$ cat src/rtl/swap_skid_stage_pkg.sv
// Shared definitions for swap_skid_stage: FSM state encoding and default sizes.
// The optional swap statistics output is enabled by defining SWAP_STATS_EN.
package swap_skid_stage_pkg;

   localparam int DEF_WIDTH = 16;
   localparam int DEF_CNT_W = 16;

   typedef enum logic [1:0] {
      ST_EMPTY = 2'd0,
      ST_BUSY  = 2'd1,
      ST_FULL  = 2'd2
   } state_t;

endpackage

$ cat src/rtl/swap_skid_stage_pair_swap_reg.sv
// One operand-pair register with load enable; on load it optionally stores the
// pair exchanged. Both fields come from the same sampled sources, so no duplication.
module pair_swap_reg
   import swap_skid_stage_pkg::*;
#(
   parameter int WIDTH = DEF_WIDTH
) (
   input  logic             clock,
   input  logic             reset,
   input  logic             load,
   input  logic             swap,
   input  logic [WIDTH-1:0] src_a,
   input  logic [WIDTH-1:0] src_b,
   output logic [WIDTH-1:0] a,
   output logic [WIDTH-1:0] b
);

   always_ff @(posedge clock or posedge reset) begin
      if (reset) begin
         a <= '0;
         b <= '0;
      end else if (load) begin
         a <= swap ? src_b : src_a;
         b <= swap ? src_a : src_b;
      end
   end

endmodule

$ cat src/rtl/swap_skid_stage.sv
// Operand-pair stage with optional A/B exchange behind a 2-entry skid buffer.
// Defining SWAP_STATS_EN adds the swap_count output and per-entry swap flags.
module swap_skid_stage
   import swap_skid_stage_pkg::*;
#(
   parameter int WIDTH = DEF_WIDTH,
   parameter int CNT_W = DEF_CNT_W
) (
   input  logic             clock,
   input  logic             reset,
   input  logic             in_valid,
   output logic             in_ready,
   input  logic [WIDTH-1:0] in_a,
   input  logic [WIDTH-1:0] in_b,
   input  logic             in_swap,
   output logic             out_valid,
   input  logic             out_ready,
   output logic [WIDTH-1:0] out_a,
   output logic [WIDTH-1:0] out_b,
   output logic [CNT_W-1:0] xfer_count
`ifdef SWAP_STATS_EN
   ,
   output logic [CNT_W-1:0] swap_count
`endif
);

   state_t             state_reg, state_next;
   logic               in_ready_reg;
   logic               out_valid_reg;
   logic [CNT_W-1:0]   xfer_count_reg;
   logic               accept, take;
   logic               main_load, main_from_skid, skid_load;
   logic [WIDTH-1:0]   skid_a, skid_b;
   logic [WIDTH-1:0]   main_src_a, main_src_b;
   logic               main_swap;

   assign accept = in_valid & in_ready_reg;
   assign take   = out_valid_reg & out_ready;

   always_comb begin
      state_next     = state_reg;
      main_load      = 1'b0;
      main_from_skid = 1'b0;
      skid_load      = 1'b0;
      case (state_reg)
         ST_EMPTY: begin
            if (accept) begin
               state_next = ST_BUSY;
               main_load  = 1'b1;
            end
         end
         ST_BUSY: begin
            if (accept && take) begin
               main_load = 1'b1;
            end else if (accept) begin
               skid_load  = 1'b1;
               state_next = ST_FULL;
            end else if (take) begin
               state_next = ST_EMPTY;
            end
         end
         ST_FULL: begin
            if (take) begin
               main_load      = 1'b1;
               main_from_skid = 1'b1;
               state_next     = ST_BUSY;
            end
         end
         default: state_next = ST_EMPTY;
      endcase
   end

   // Skid contents are already in final order, so refilling main never re-swaps.
   assign main_src_a = main_from_skid ? skid_a : in_a;
   assign main_src_b = main_from_skid ? skid_b : in_b;
   assign main_swap  = main_from_skid ? 1'b0 : in_swap;

   pair_swap_reg #(.WIDTH(WIDTH)) u_main (
      .clock (clock),
      .reset (reset),
      .load  (main_load),
      .swap  (main_swap),
      .src_a (main_src_a),
      .src_b (main_src_b),
      .a     (out_a),
      .b     (out_b)
   );

   pair_swap_reg #(.WIDTH(WIDTH)) u_skid (
      .clock (clock),
      .reset (reset),
      .load  (skid_load),
      .swap  (in_swap),
      .src_a (in_a),
      .src_b (in_b),
      .a     (skid_a),
      .b     (skid_b)
   );

   always_ff @(posedge clock or posedge reset) begin
      if (reset) begin
         state_reg      <= ST_EMPTY;
         in_ready_reg   <= 1'b0;
         out_valid_reg  <= 1'b0;
         xfer_count_reg <= '0;
      end else begin
         state_reg     <= state_next;
         in_ready_reg  <= (state_next != ST_FULL);
         out_valid_reg <= (state_next != ST_EMPTY);
         if (take) begin
            xfer_count_reg <= xfer_count_reg + CNT_W'(1);
         end
      end
   end

   assign in_ready   = in_ready_reg;
   assign out_valid  = out_valid_reg;
   assign xfer_count = xfer_count_reg;

`ifdef SWAP_STATS_EN
   logic             main_swapped_reg;
   logic             skid_swapped_reg;
   logic [CNT_W-1:0] swap_count_reg;

   always_ff @(posedge clock or posedge reset) begin
      if (reset) begin
         main_swapped_reg <= 1'b0;
         skid_swapped_reg <= 1'b0;
         swap_count_reg   <= '0;
      end else begin
         if (main_load) begin
            main_swapped_reg <= main_from_skid ? skid_swapped_reg : in_swap;
         end
         if (skid_load) begin
            skid_swapped_reg <= in_swap;
         end
         if (take && main_swapped_reg) begin
            swap_count_reg <= swap_count_reg + CNT_W'(1);
         end
      end
   end

   assign swap_count = swap_count_reg;
`endif

endmodule

$ cat config.mk
export PLATFORM = sky130hd
export DESIGN_NAME = swap_skid_stage
export DESIGN_NICKNAME = d
export VERILOG_FILES = /design/src/rtl/swap_skid_stage_pkg.sv /design/src/rtl/swap_skid_stage_pair_swap_reg.sv /design/src/rtl/swap_skid_stage.sv
export SDC_FILE = /design/constraint.sdc
export NUM_CORES = 1
export LEC_CHECK = 0
export ABC_AREA = 1
export BUFFER_PORTS_ARGS = -buffer_cell sky130_fd_sc_hd__buf_2
export CAP_MARGIN = 40
export CORE_MARGIN = 5
export CORE_UTILIZATION = 55
export DETAILED_ROUTE_END_ITERATION = 7
export GPL_TIMING_DRIVEN = 1
export HOLD_SLACK_MARGIN = 0.1
export PLACE_DENSITY = 0.88
export SYNTH_ARGS = -nofsm -noshare
export SYNTH_HDL_FRONTEND = slang
export SYNTH_SLANG_ARGS = --single-unit
$ cat constraint.sdc
create_clock -name clock -period 4.6 [get_ports clock]
set_input_delay 0.69 -clock clock [delete_from_list [all_inputs] [get_ports clock]]
set_output_delay 0.69 -clock clock [all_outputs]
set_load 0.02 [all_outputs]
==> impl_results.md <==
* Worst Path Buf+Inv at 2
* Overflow left after global routing at 0
* Die H at 96.42 um
* Switching share of power at 0.4089
* Horizontal extent of the die at 96.42 um
* Internal power at 1669 uW
* Max Cap Viol at 0
* Number of port buffers at 86
* Wire length of the first global-routing pass at 15,730 um
* Cell-by-cell listing of the critical path: buf_2 > nand2_4 > nor3_4 > buf_4 > nor2_1 > nor2_4 > nand2_1 > nand2_1
* Unrepaired setup endpoints after global routing: no
* Cell Area, Synth at around 4000 sq um
* Required @ worst endpoint at about 5 ns
* Crit path launch: out_ready
* Top-level port count at 87
* Worst endpoint data arrival time at between 2 and 2.5 ns
* Post-layout worst setup margin at 2.432 ns
* Post-synthesis sequential area ratio at 0.5117
* Post-route clock period utilization at 0.4712
* Global routing usage on met1 at 0.2735
* TritonRoute pass-1 iters at 4
* Synthesized-area fraction occupied by adder cells at 0.003046
* Maximum level of the CTS H-tree at 3
* Worst slack at placement at 2.058 ns
* Number of antenna repair diodes at 0
* Cell with the biggest individual delay on the critical path: nor2_4
* Least-Margin Pin Slew at 0.7232 ns
* Initial core utilization at 0.5663
* Dominant combinational cell family by area after synthesis: simple AND/OR/NAND/NOR gates
* Mean number of vias per cell at 5.160
* Fraction of the mapped netlist area in compound gates at 0.08712
* Global-route met3 utilization at 0.03873
* Type of element capturing the critical path: flip-flop
* Clock insertion delay at the later pin of the skew report at 0.35 ns
* Synthesized-area fraction occupied by and/or/nand/nor cells at 0.3180
* Clock Pin Slew Worst Setup and Hold Paths at 0.09 ns
* GP Congestion at 0.8245
* Combinational Power Share at 0.372
* Fraction of final layout cells sized beyond drive strength 1 at 0.1944
* DR iter-0 viols at 175
* Ys Warns at 0
* Run status: finished, final reports clean
* TritonCTS clock tree: built
* Post-detailed-route DRC marker count at 0
* Final critical-path required period at 2.168 ns
* Antenna-violating nets left at 0
* Met2 track utilization from global routing at 0.3807
* Via count at 3,617
* Number of library cell types mapped by synthesis at 28
* R2R Path Start: state_reg[1]
* Hold WC Path Type: in -> async
* Clock Tree Buf Depth at 2
* Clk root buf: clkbuf_8
* Final hold violation count at 0
* Final setup viols at 0
* Cts bufs inserted at 9
* Maximum clock skew at final layout at 0.008406 ns
* All-layer global routing usage at 0.2197
* Worst setup SP type: input pin
* Area added between synthesis and finish at 16.14%
* Register bit total from synthesis at 84
* Cell occurring most often along the worst timing path: nand2_1
* Tightest slew margin relative to the limit at 0.5167
* Final routed wire length divided by cell count at 13.50 um
* Cts hold-fix bufs at 0
* Die Area at 9297 sq um
* Part of the power in registers at 0.434
* Number of nets at the end of the flow at ~640
* Site row count at 31
* TritonCTS sink count at 84
* Total negative setup slack at 0 ns
* Aggregate routed wire length at about 9500 um
* Clock Power Share at 0.194
* Crit Path Class: in -> reg
* Peak ir drop on the vdd network at 0.0003087 V
* Cell Pwr Density at approximately 600 nW/um^2
* Portion of netlist area occupied by mux cells at 0.002741
* Crit path largest cell delay at between 0.5 and 0.6 ns
* Gate count of the mapped netlist at 522
* Post-synth net total at 560
* Global route hottest layer: met2
* Number of global-route vias before repair at between 3,000 and 4,000
* Core area at just over 7000 sq um
* Largest net degree at the start of global routing at 67
* Max Slew Vio Count at 0
* Static Leak at 0.002481 uW
* Half-perimeter wire length of the detailed placement result at 6720 um
* P_sw at 1154 uW
* Post-Synthesis Mean Instance Area at 7.869 sq um
* Crit path max-delay family: simple AND/OR/NAND/NOR gates
* Crit path max fanout at 66
* Post_cts resized at 0
* Highest clock rate at 0.4614 GHz
* Number of antenna violations at the first check in global routing at 0
* Setup Buffers After CTS at 0
* Xor/xnor cell area share of the yosys netlist at 0.02345
## worst reg2reg max path, stage by stage (launching register included)
cell and delay (ns):
dfrtp_1 0.41, inv_2 0.08, nor3_4 0.15, buf_4 0.49, nor2_1 0.16, nor2_4 0.59, nand2_1 0.14, nand2_1 0.09
## cell families (layout without fill, tap and decap cells)
logic type,count (synthesis),after routing
compound gates,70,70
xor+xnor,11,11
fa+ha+maj,1,1
buf+inv,43,123
flops,84,84
mux,1,1
simple gates,312,312
## cells in the final DEF, fill, tap and decap left out, types with 2 or more instances in the layout
| cell type | synthesis | routed |
|---|---|---|
| nand2_1 | 248 | 248 |
| buf_2 | 17 | 86 |
| dfrtp_1 | 84 | 84 |
| o21ai_0 | 51 | 51 |
| and2_1 | 29 | 29 |
| nor2_1 | 17 | 17 |
| o21ai_1 | 15 | 14 |
| inv_1 | 14 | 13 |
| clkbuf_8 | 0 | 11 |
| xor2_1 | 6 | 6 |
| nand4_1 | 6 | 6 |
| xnor2_1 | 5 | 5 |
| nand3_1 | 4 | 4 |
| clkinvlp_4 | 0 | 4 |
| inv_2 | 3 | 3 |
| a21boi_0 | 3 | 3 |
| buf_4 | 2 | 3 |
| nor3_1 | 2 | 2 |
## worst paths after layout
| path | to | slack (ns) | cells after the start |
|---|---|---|---|
| setup reg to reg | u_main.b[12] | 2.44 | 7 |
| setup / recovery | u_main.b[12] | 2.43 | 8 |
| min in group clock | u_main.b[4] | 0.48 | 2 |
| max in group asynchronous | u_main.a[9] | 3.19 | 3 |
| hold / removal | u_main.b[2] | 0.38 | 2 |
| hold reg to reg | u_main.b[4] | 0.48 | 2 |
## cell usage after synthesis
| cell | count | area share |
|---|---|---|
| ha_1 | 1 | 0.0030 |
| clkbuf_1 | 2 | 0.0018 |
| nor2_1 | 17 | 0.016 |
| and2_1 | 29 | 0.044 |
| o21ai_0 | 51 | 0.062 |
| o21ai_1 | 15 | 0.018 |
| buf_2 | 17 | 0.021 |
| xnor2_1 | 5 | 0.011 |
| inv_1 | 14 | 0.013 |
| clkbuf_2 | 1 | 0.0012 |
| mux2_2 | 1 | 0.0027 |
| nand2_2 | 1 | 0.0015 |
| a21boi_0 | 3 | 0.0055 |
| nor3_4 | 1 | 0.0040 |
| buf_4 | 2 | 0.0037 |
| a21oi_1 | 1 | 0.0012 |
| dfrtp_1 | 84 | 0.51 |
| nand2_4 | 1 | 0.0027 |
| buf_6 | 4 | 0.011 |
| nand4_1 | 6 | 0.0091 |
| inv_2 | 3 | 0.0027 |
| nor2_4 | 1 | 0.0027 |
| nand3b_1 | 1 | 0.0018 |
| xor2_1 | 6 | 0.013 |
| nor3_2 | 1 | 0.0024 |
| nand3_1 | 4 | 0.0049 |
| nor3_1 | 2 | 0.0024 |
| nand2_1 | 248 | 0.23 |
## final cells by class
cell class,count,area (sq um)
Timing Repair Buffer,90,480.5
Sequential cell,84,2102
Fill cell,623,2482
Inverter,17,65.06
Tap cell,99,123.9
Multi-Input combinational cell,395,1788
Clock inverter,5,60.06
Clock buffer,11,151.4
## metal layers
metal / wire (um) / vias to the layer above
met5: 0 / -
met4: 198 / 0
met3: 655 / 16
met2: 4723 / 128
met1: 3883 / 1691
li1: - / 1782
## power by group through the flow
| stage | registers, uW | clock network (uW) | logic [uW] |
|---|---|---|---|
| 3_3_place_gp | 1220 | 0 | 1000 |
| 4_1_cts | 1220 | 556 | 1070 |
| 5_1_grt | 1260 | 586 | 1180 |
| 6_report | 1220 | 548 | 1050 |
| 2_1_floorplan | 1400 | 0 | 553 |
| 3_5_place_dp | 1230 | 0 | 1060 |
## through the flow
| stage | hold slack (ns) | util | cell area, sq um | std cells | power, uW |
|---|---|---|---|---|---|
| detailed placement | 0.4621 | 0.6286 | 4559 | 685 | 2289 |
| CTS | 0.3999 | 0.6578 | 4771 | 701 | 2846 |
| finish | 0.3768 | 0.6578 | 4771 | 701 | 2823 |
| global route | 0.4309 | 0.6578 | 4771 | 701 | 3025 |
| floorplan | 0.4534 | - | 4108 | 522 | 1948 |
| global placement | 0.4633 | 0.6248 | 4532 | 684 | 2220 |
Power figures use the tool's default switching activity.
